--- src/rtl/jogo_genius_param.sv ---
// rtl/jogo_genius_param.sv - parametrised sequence-memory game controller
// Replays ROM entries on the LEDs, then checks button presses against them.
module jogo_genius_param #(
  parameter int N_BOTOES = 4,
  parameter int ADDR_W   = 4,
  parameter int TIMEOUT  = 5000,
  parameter int T_LED    = 500,
  parameter int T_GAP    = 250
) (
  input  logic                clock,
  input  logic                reset,
  input  logic                jogar,
  input  logic [N_BOTOES-1:0] botoes,
  input  logic [1:0]          nivel,
  input  logic                modo,
  output logic [ADDR_W-1:0]   mem_addr,
  input  logic [N_BOTOES-1:0] mem_data,
  output logic [N_BOTOES-1:0] leds,
  output logic                ganhou,
  output logic                perdeu,
  output logic                timeout,
  output logic                pronto,
  output logic [3:0]          db_estado,
  output logic [ADDR_W-1:0]   db_rodada,
  output logic [N_BOTOES-1:0] db_jogada
);

  localparam int T_MAX_A = (TIMEOUT > T_LED) ? TIMEOUT : T_LED;
  localparam int T_MAX   = (T_MAX_A > T_GAP) ? T_MAX_A : T_GAP;
  localparam int TW      = $clog2(T_MAX + 1);

  localparam logic [TW-1:0]     TMR_ONE  = TW'(1);
  localparam logic [TW-1:0]     TMR_SAT  = {TW{1'b1}};
  localparam logic [TW-1:0]     LED_LAST = TW'(T_LED - 1);
  localparam logic [TW-1:0]     GAP_LAST = TW'(T_GAP - 1);
  localparam logic [TW-1:0]     TMO_LAST = TW'(TIMEOUT - 1);
  localparam logic [ADDR_W-1:0] A_ONE    = ADDR_W'(1);

  typedef enum logic [3:0] {
    INICIAL     = 4'h0,
    PREPARA     = 4'h1,
    MOSTRA      = 4'h2,
    APAGA       = 4'h3,
    ESPERA      = 4'h4,
    REGISTRA    = 4'h5,
    COMPARA     = 4'h6,
    PROXIMA     = 4'h7,
    NOVA_RODADA = 4'h8,
    FIM_GANHOU  = 4'hA,
    FIM_PERDEU  = 4'hB,
    FIM_TIMEOUT = 4'hC
  } estado_t;

  estado_t             r_estado;
  logic [ADDR_W-1:0]   r_addr;
  logic [ADDR_W-1:0]   r_rodada;
  logic [ADDR_W-1:0]   r_alvo;
  logic [TW-1:0]       r_tmr;
  logic [TW-1:0]       r_tmo;
  logic [N_BOTOES-1:0] r_b;
  logic [N_BOTOES-1:0] r_b_prev;
  logic [N_BOTOES-1:0] r_cap;
  logic [N_BOTOES-1:0] r_jogada;
  logic                r_ganhou;
  logic                r_perdeu;
  logic                r_timeout;
  logic                r_pronto;

  logic [ADDR_W-1:0]   w_alvo;
  logic                w_press;

  // Last index of the full game: quarter, half, three-quarter or whole ROM.
  assign w_alvo  = ((ADDR_W'(nivel) + A_ONE) << (ADDR_W - 2)) - A_ONE;
  // Any-button rising edge on the registered samples; a held button never retriggers.
  assign w_press = (r_b != '0) && (r_b_prev == '0);

  always_ff @(posedge clock or negedge reset) begin
    if (!reset) begin
      r_estado  <= INICIAL;
      r_addr    <= '0;
      r_rodada  <= '0;
      r_alvo    <= '0;
      r_tmr     <= '0;
      r_tmo     <= '0;
      r_b       <= '0;
      r_b_prev  <= '0;
      r_cap     <= '0;
      r_jogada  <= '0;
      r_ganhou  <= 1'b0;
      r_perdeu  <= 1'b0;
      r_timeout <= 1'b0;
      r_pronto  <= 1'b0;
    end else begin
      r_b      <= botoes;
      r_b_prev <= r_b;
      case (r_estado)
        INICIAL, FIM_GANHOU, FIM_PERDEU, FIM_TIMEOUT: begin
          if (jogar) r_estado <= PREPARA;
        end
        PREPARA: begin
          r_addr    <= '0;
          r_tmr     <= '0;
          r_tmo     <= '0;
          r_ganhou  <= 1'b0;
          r_perdeu  <= 1'b0;
          r_timeout <= 1'b0;
          r_pronto  <= 1'b0;
          r_jogada  <= '0;
          r_alvo    <= w_alvo;
          r_rodada  <= modo ? '0 : w_alvo;
          r_estado  <= MOSTRA;
        end
        MOSTRA: begin
          if (r_tmr == LED_LAST) begin
            r_tmr    <= '0;
            r_estado <= APAGA;
          end else if (r_tmr != TMR_SAT) begin
            r_tmr <= r_tmr + TMR_ONE;
          end
        end
        APAGA: begin
          if (r_tmr == GAP_LAST) begin
            r_tmr <= '0;
            if (r_addr == r_rodada) begin
              r_addr   <= '0;
              r_tmo    <= '0;
              r_estado <= ESPERA;
            end else begin
              r_addr   <= r_addr + A_ONE;
              r_estado <= MOSTRA;
            end
          end else if (r_tmr != TMR_SAT) begin
            r_tmr <= r_tmr + TMR_ONE;
          end
        end
        ESPERA: begin
          // A press in the expiry cycle still counts as a press.
          if (w_press) begin
            r_cap    <= r_b;
            r_estado <= REGISTRA;
          end else if (r_tmo == TMO_LAST) begin
            r_timeout <= 1'b1;
            r_pronto  <= 1'b1;
            r_estado  <= FIM_TIMEOUT;
          end else if (r_tmo != TMR_SAT) begin
            r_tmo <= r_tmo + TMR_ONE;
          end
        end
        REGISTRA: begin
          r_jogada <= r_cap;
          r_estado <= COMPARA;
        end
        COMPARA: begin
          if (r_jogada != mem_data) begin
            r_perdeu <= 1'b1;
            r_pronto <= 1'b1;
            r_estado <= FIM_PERDEU;
          end else if (r_addr == r_rodada) begin
            if (r_rodada == r_alvo) begin
              r_ganhou <= 1'b1;
              r_pronto <= 1'b1;
              r_estado <= FIM_GANHOU;
            end else begin
              r_estado <= NOVA_RODADA;
            end
          end else begin
            r_estado <= PROXIMA;
          end
        end
        PROXIMA: begin
          r_addr   <= r_addr + A_ONE;
          r_tmo    <= '0;
          r_estado <= ESPERA;
        end
        NOVA_RODADA: begin
          r_rodada <= r_rodada + A_ONE;
          r_addr   <= '0;
          r_tmr    <= '0;
          r_tmo    <= '0;
          r_estado <= MOSTRA;
        end
        default: r_estado <= INICIAL;
      endcase
    end
  end

  always_comb begin
    leds = '0;
    if (r_estado == MOSTRA)      leds = mem_data;
    else if (r_estado == ESPERA) leds = botoes;
  end

  assign mem_addr  = r_addr;
  assign ganhou    = r_ganhou;
  assign perdeu    = r_perdeu;
  assign timeout   = r_timeout;
  assign pronto    = r_pronto;
  assign db_estado = r_estado;
  assign db_rodada = r_rodada;
  assign db_jogada = r_jogada;

endmodule

--- config.mk ---
export PLATFORM = sky130hd
export DESIGN_NAME = jogo_genius_param
export DESIGN_NICKNAME = d
export VERILOG_FILES = /design/src/rtl/jogo_genius_param.sv
export SDC_FILE = /design/constraint.sdc
export NUM_CORES = 1
export LEC_CHECK = 0
export ABC_AREA = 1
export BUFFER_PORTS_ARGS = -buffer_cell sky130_fd_sc_hd__buf_2
export CELL_PAD_IN_SITES_DETAIL_PLACEMENT = 0
export CELL_PAD_IN_SITES_GLOBAL_PLACEMENT = 1
export CORE_MARGIN = 10
export CORE_UTILIZATION = 44
export CTS_BUF_LIST = sky130_fd_sc_hd__clkbuf_4
export CTS_CLUSTER_SIZE = 16
export DETAILED_ROUTE_END_ITERATION = 12
export PLACE_DENSITY = 0.8
export SLEW_MARGIN = 20
export SYNTH_ARGS = -nofsm -noshare
export SYNTH_HDL_FRONTEND = slang
export SYNTH_SLANG_ARGS = --single-unit
--- constraint.sdc ---
create_clock -name clock -period 2.5 [get_ports clock]
set_clock_uncertainty 0.15 [all_clocks]
set_input_delay 0.5 -clock clock [delete_from_list [all_inputs] [get_ports clock]]
set_output_delay 0.5 -clock clock [all_outputs]
set_load 0.005 [all_outputs]
==> flow_metrics.py, run 1 <==
metrics = {
    "outcome": {
        "outcome": "finished, final reports clean",
    },
    "sta": {
        "setup_tns_ps": 0,
        "worstMarginPinSlew_ps": 527,
        "hold_slack_ps": 43.6,
        "hold_viol": 0,
        "slew_viol_final": 0,
        "rsz0062_at_grt": "false",
        "finalCritPeriodShare": 0.946,
        "max_freq_ghz": 0.423,
        "slew_headroom": 0.645,
        "min_period_ps": 2370,
        "setup_violations": 0,
    },
    "logic_synthesis": {
        "ys.flop_type": "dfrtp_1",
        "synth-async-reset-ratio": 1.00,
        "ys_types": 36,
        "yosysSeqAreaShare": 0.389,
        "ys_warn_count": 0,
        "syn_avg_cell_area_sq_um": 6.83,
        "ys_ff_latch": 61,
        "synth_top_cell_by_area": "dfrtp_1",
        "syn-instance-count": 574,
        "syn_nets": 593,
        "synth_top_area_share": 0.389,
        "synthTopCellsByArea": "dfrtp_1, nand2_1, nand3_1, inv_1, nor2_1",
        "synth_area_sq_um": 3920,
        "synth-edff-count": 0,
    },
    "min_path": {
        "hp-class": "in -> reg",
    },
    "finish": {
        "final_common_cell": "nand2_1",
        "area_growth_pct": 13.2,
        "final_net_count": 642,
        "mostFrequentLayoutCells": "nand2_1, inv_1, nor2_1",
        "diodes": 0,
        "drive_gt1_frac": 0.153,
    },
    "global_route": {
        "grtUsageTotal": 0.154,
        "grt_pass1_vias": 3533,
        "grt_pass1_wl_microns": 16700,
        "overflow": 0,
        "grt_antenna_before_repair": 0,
        "grt_max_degree": 62,
    },
    "clock_tree": {
        "clockBufferDepth": 2,
        "clkTransAtPathRegs_ps": 130,
        "worstSkewPairLatency_ps": 430,
        "cts-root-buf": "clkbuf_4",
        "numCtsBuffers": 9,
        "cts.sinks": 61,
        "htreeDepth": 3,
        "cts_tree": "yes",
    },
    "die": {
        "die_x_microns": 114,
        "dieArea_sq_um": 13100,
        "start_util": 0.452,
        "fp.dieH_microns": 114,
        "core_area_sq_um": 8680,
        "boundaryPins": 38,
        "core.rowCount": 34,
    },
    "drt": {
        "totalWireLength_microns": 9680,
        "num_vias": 3674,
        "wire_per_inst_microns": 13.2,
        "viasPerCell": 4.99,
        "drc": 0,
        "drt_first_pass_iters": 4,
        "antenna_left": 0,
        "drt_iter0_markers": 240,
    },
    "worst_setup_path": {
        "end_kind": "primary output",
        "critPathMaxFanout": 5,
        "critPathLaunchType": "flop",
        "required_ps": 1850,
        "critPathKind": "reg -> out",
        "worstPathArrival_ps": 1720,
    },
    "pwr": {
        "leakagePower_nw": 2.34,
        "totalPowerFinal_mw": 1.91,
        "vdd_ir_drop_max_mv": 0.239,
        "p_per_area_nw_per_um2": 430,
    },
    "placed_design": {
        "hpwl_microns": 7040,
        "place.gp.congestion": 0.861,
        "place.port_buffers": 37,
    },
    "run": {
        "drv_cap": 0,
    },
}
Yosys cell counts, types with 2 or more instances:
cell type and n:
nand4_1 9, nand2_4 4, inv_1 67, nor3_1 4, nor2_4 6, o21ai_0 27
nand2_2 4, ha_1 5, xor2_1 6, nor2_2 8, a21oi_1 5, nand3_2 2
xnor2_1 3, o21ai_1 3, nand3_1 58, o211ai_1 4, buf_4 4, nor3b_1 2
nor2_1 66, o22ai_1 3, inv_2 5, nand2_1 205, dfrtp_1 61
flip-flops by register name, indices dropped and copies added (netlist names):
signal and count:
r_cap 4, r_b 4, perdeu 1, r_tmo 13, mem_addr 4, r_alvo 3, pronto 1, r_b_prev 4
timeout 1, db_estado 4, r_tmr 13, db_rodada 4, ganhou 1, db_jogada 4
per-stage QoR:
step	instance area (sq um)	util	setup slack, ps	std cells
floorplan	3920	-	596	574
global placement	4220	0.486	347	714
detailed placement	4220	0.486	319	714
CTS	4400	0.506	8.01	731
global route	4440	0.512	3.94	736
finish	4440	0.512	134	736
worst max-delay path, stage by stage (launching register included):
cell      delay [ps]
dfrtp_1          450
nor2_2           300
nand2_2          170
clkinv_2         130
a22o_1           130
buf_2            110
layer usage:
metal	vias to the layer above	GRT usage	wire, microns
li1	1913	-	-
met1	1679	0.199	4560
met2	74	0.249	4570
met3	8	0.0393	438
met4	0	0.0401	113
met5	-	0	0
cell families (layout without fill, tap and decap cells):
group | count (synthesis) | count (layout) | share of synthesized area
compound gates | 47 | 47 | 0.0680
xor+xnor | 9 | 9 | 0.0201
fa+ha+maj | 5 | 5 | 0.0160
buf+inv | 81 | 134 | 0.0852
flops | 61 | 61 | 0.389
simple gates | 371 | 372 | 0.422
cell type report:
type | instances | area [sq um]
Sequential cell | 61 | 1530
Timing Repair Buffer | 44 | 255
Fill cell | 889 | 4240
Multi-Input combinational cell | 433 | 2070
Clock inverter | 7 | 98.8
Tap cell | 108 | 135
Clock buffer | 9 | 67.6
Inverter | 74 | 284
power breakdown:
| group | leakage [nW] | internal, mW | switching [mW] |
|---|---|---|---|
| Clock | 0.0865 | 0.410 | 0.432 |
| Combinational | 1.46 | 0.0251 | 0.0411 |
| Sequential | 0.789 | 0.994 | 0.00594 |
| Total | 2.34 | 1.43 | 0.479 |
path summary, 6_finish.rpt:
| kind | cells past startpoint | endpoint | slack [ps] | startpoint |
|---|---|---|---|---|
| setup / recovery | 5 | leds[1] | 130 | db_estado[3] |
| hold / removal | 1 | r_b[3] | 40 | botoes[3] |
| setup reg to reg | 10 | r_tmo[7] | 380 | db_estado[3] |
| hold reg to reg | 0 | r_b_prev[0] | 270 | r_b[0] |
| max in group asynchronous | 3 | r_tmr[5] | 1450 | reset |
| min in group asynchronous | 3 | r_tmr[11] | 440 | reset |
what timing repair did:
action / 4_1_cts / 5_1_grt
setup buffers: 0 / 3
pin swaps: 1 / 1
setup endpoints to repair: 2 / 4
hold endpoints to repair: 61 / 1
gates resized for setup: 0 / 3
gates cloned: 0 / 1
hold buffers: 1 / 1
Note: power is estimated with default switching activity, not from simulation.
==> run 2, diff against run 1 <==
Settings changed: BUFFER_PORTS_ARGS -buffer_cell sky130_fd_sc_hd__buf_2 to not set, CORE_UTILIZATION 44 to 48, DONT_BUFFER_PORTS set to 1, PLACE_DENSITY 0.8 to 0.81, SETUP_SLACK_MARGIN set to 0.2.
==> run 2 against run 1 <==
Net effect:
- via count is 3.4% lower
- non-clock buffer count is 35 lower
- clock power is 15% lower
- worst setup slack better by 190 ps
- largest power group unchanged
- combinational power is 13% lower
- worst hold slack better by 55 ps
==> flow_metrics.py, run 2 (synthesis gave the netlist of run 1 again) <==
metrics = {
    "outcome": {
        "outcome": "finished, final reports clean",
    },
    "sta": {
        "worstMarginPinSlew_ps": 473,
        "rsz0062_at_grt": "true",
        "setup_violations": 0,
        "min_period_ps": 2180,
        "slew_headroom": 0.681,
        "setup_tns_ps": 0,
        "slew_viol_final": 0,
        "hold_viol": 0,
        "max_freq_ghz": 0.459,
        "finalCritPeriodShare": 0.871,
    },
    "global_route": {
        "grt_max_degree": 62,
        "grt_pass1_vias": 3423,
        "grtUsageTotal": 0.167,
        "overflow": 0,
        "grt_pass1_wl_microns": 16500,
        "grt_antenna_before_repair": 0,
    },
    "pwr": {
        "pwr-share-comb": 0.032,
        "clkPwrFrac": 0.404,
        "internal_power_mw": 1.32,
        "seqPwrFrac": 0.564,
        "power.switching_mw": 0.450,
        "leakagePower_nw": 2.18,
        "p_per_area_nw_per_um2": 415,
        "vdd_ir_drop_max_mv": 0.403,
        "p_sw_frac": 0.254,
    },
    "drt": {
        "wire_per_inst_microns": 13.8,
        "drc": 0,
        "antenna_left": 0,
        "num_vias": 3548,
        "drt_first_pass_iters": 5,
        "drt_iter0_markers": 162,
        "viasPerCell": 5.11,
        "totalWireLength_microns": 9590,
    },
    "worst_setup_path": {
        "end_kind": "primary output",
        "r2r-end": "r_tmo[11]",
        "worst-path-buf-inv": 1,
        "worstReg2RegStart": "db_estado[3]",
        "crit_start": "db_estado[3]",
        "critPathMaxFanout": 7,
        "required_ps": 1850,
        "crit_family": "flip-flops",
        "crit_slowest_cell": "dfrtp_2",
        "max_stage_delay_ps": 470,
        "crit_path_cell_trace": "inv_2 -> nand2_2 -> nor2_4 -> a22o_1",
        "ff2ff_path_depth": 11,
        "r2r_setup_slack_ps": 410,
        "critPathLaunchType": "flop",
        "cp_num_cells": 4,
        "crit_end": "leds[1]",
        "worstPathArrival_ps": 1530,
        "critPathKind": "reg -> out",
    },
    "min_path": {
        "hp-class": "in -> reg",
    },
    "placed_design": {
        "place.gp.congestion": 0.889,
        "dp.cells": 671,
        "hpwl_microns": 7180,
        "place.port_buffers": 0,
    },
    "die": {
        "fp.dieH_microns": 110,
        "core.rowCount": 32,
        "start_util": 0.500,
        "core_area_sq_um": 7850,
        "dieArea_sq_um": 12200,
        "die_x_microns": 110,
        "boundaryPins": 38,
    },
    "finish": {
        "top_regs": "r_tmo x13, r_tmr x13",
        "drive_gt1_frac": 0.105,
        "final_cells": 694,
        "diodes": 0,
        "area_growth_pct": 9.06,
        "mostFrequentLayoutCells": "nand2_1, inv_1, nor2_1",
        "final_net_count": 606,
        "n_fill_cell": 833,
        "final_common_cell": "nand2_1",
    },
    "clock_tree": {
        "numCtsBuffers": 9,
        "clockBufferDepth": 2,
        "worstSkewPairLatency_ps": 400,
        "cts_tree": "yes",
        "htreeDepth": 3,
        "cts-root-buf": "clkbuf_4",
        "cts.sinks": 61,
        "clkTransAtPathRegs_ps": 120,
    },
    "run": {
        "drv_cap": 0,
    },
}
[run 2: changes by cell type in the layout (fill, tap and decap cells not counted), sizes merged]
cell and delta:
dlygate4sd3 +3, bufinv -1, clkinv -1, nor2 -1, buf -38, inv +2
[run 2: layout make-up]
| type | count | area [sq um] | area share |
|---|---|---|---|
| Multi-Input combinational cell | 432 | 2090 | 0.489 |
| Sequential cell | 61 | 1530 | 0.358 |
| Inverter | 74 | 285 | 0.0667 |
| Tap cell | 102 | 128 | 0.0298 |
| Timing Repair Buffer | 9 | 100 | 0.0234 |
| Clock inverter | 7 | 73.8 | 0.0173 |
| Clock buffer | 9 | 67.6 | 0.0158 |
[run 2: stage by stage]
stage / setup WS [ps] / util / hold WS, ps / instance area [sq um] / power [mW]
finish: 322 / 0.545 / 98.9 / 4280 / 1.77
global route: 182 / 0.545 / 74.9 / 4280 / 1.86
CTS: 223 / 0.542 / 57.7 / 4250 / 1.80
detailed placement: 276 / 0.511 / 56.7 / 4010 / 1.05
global placement: 361 / 0.511 / 56.6 / 4010 / 1.05
floorplan: 596 / - / 54.4 / 3920 / 1.04
[run 2: worst min-delay path by stage]
stage,startpoint,endpoint,slack (ps),cells past startpoint
3_3_place_gp,reset,r_tmr[2],60,0
3_5_place_dp,reset,r_tmr[2],60,0
2_1_floorplan,reset,db_estado[0],50,0
6_report,nivel[0],r_alvo[2],100,2
4_1_cts,nivel[0],r_alvo[2],60,2
5_1_grt,nivel[0],r_alvo[2],70,2
[run 2: per-layer routing]
layer,vias up,part of all wire,GRT usage
met5,-,0,0
met4,0,0.0071,0.0505
met3,6,0.046,0.0435
met2,47,0.47,0.257
met1,1645,0.48,0.225
li1,1850,-,-
[run 2: what timing repair did]
| item | CTS | global route |
|---|---|---|
| hold buffers | 6 | 0 |
| resized for setup | 4 | 10 |
| endpoints found under the setup margin | 4 | 13 |
| cloned | 0 | 0 |
| pin swaps | 1 | 2 |
| hold endpoints to repair | 65 | 0 |
| buffers inserted | 1 | 0 |
[run 2: power by group through the flow]
stage	clock network [mW]	registers, mW	logic (mW)
finish	0.716	1.00	0.0573
global route	0.791	1.00	0.0657
CTS	0.745	1.00	0.0579
detailed placement	0	1.02	0.0251
global placement	0	1.02	0.0249
floorplan	0	1.02	0.0197
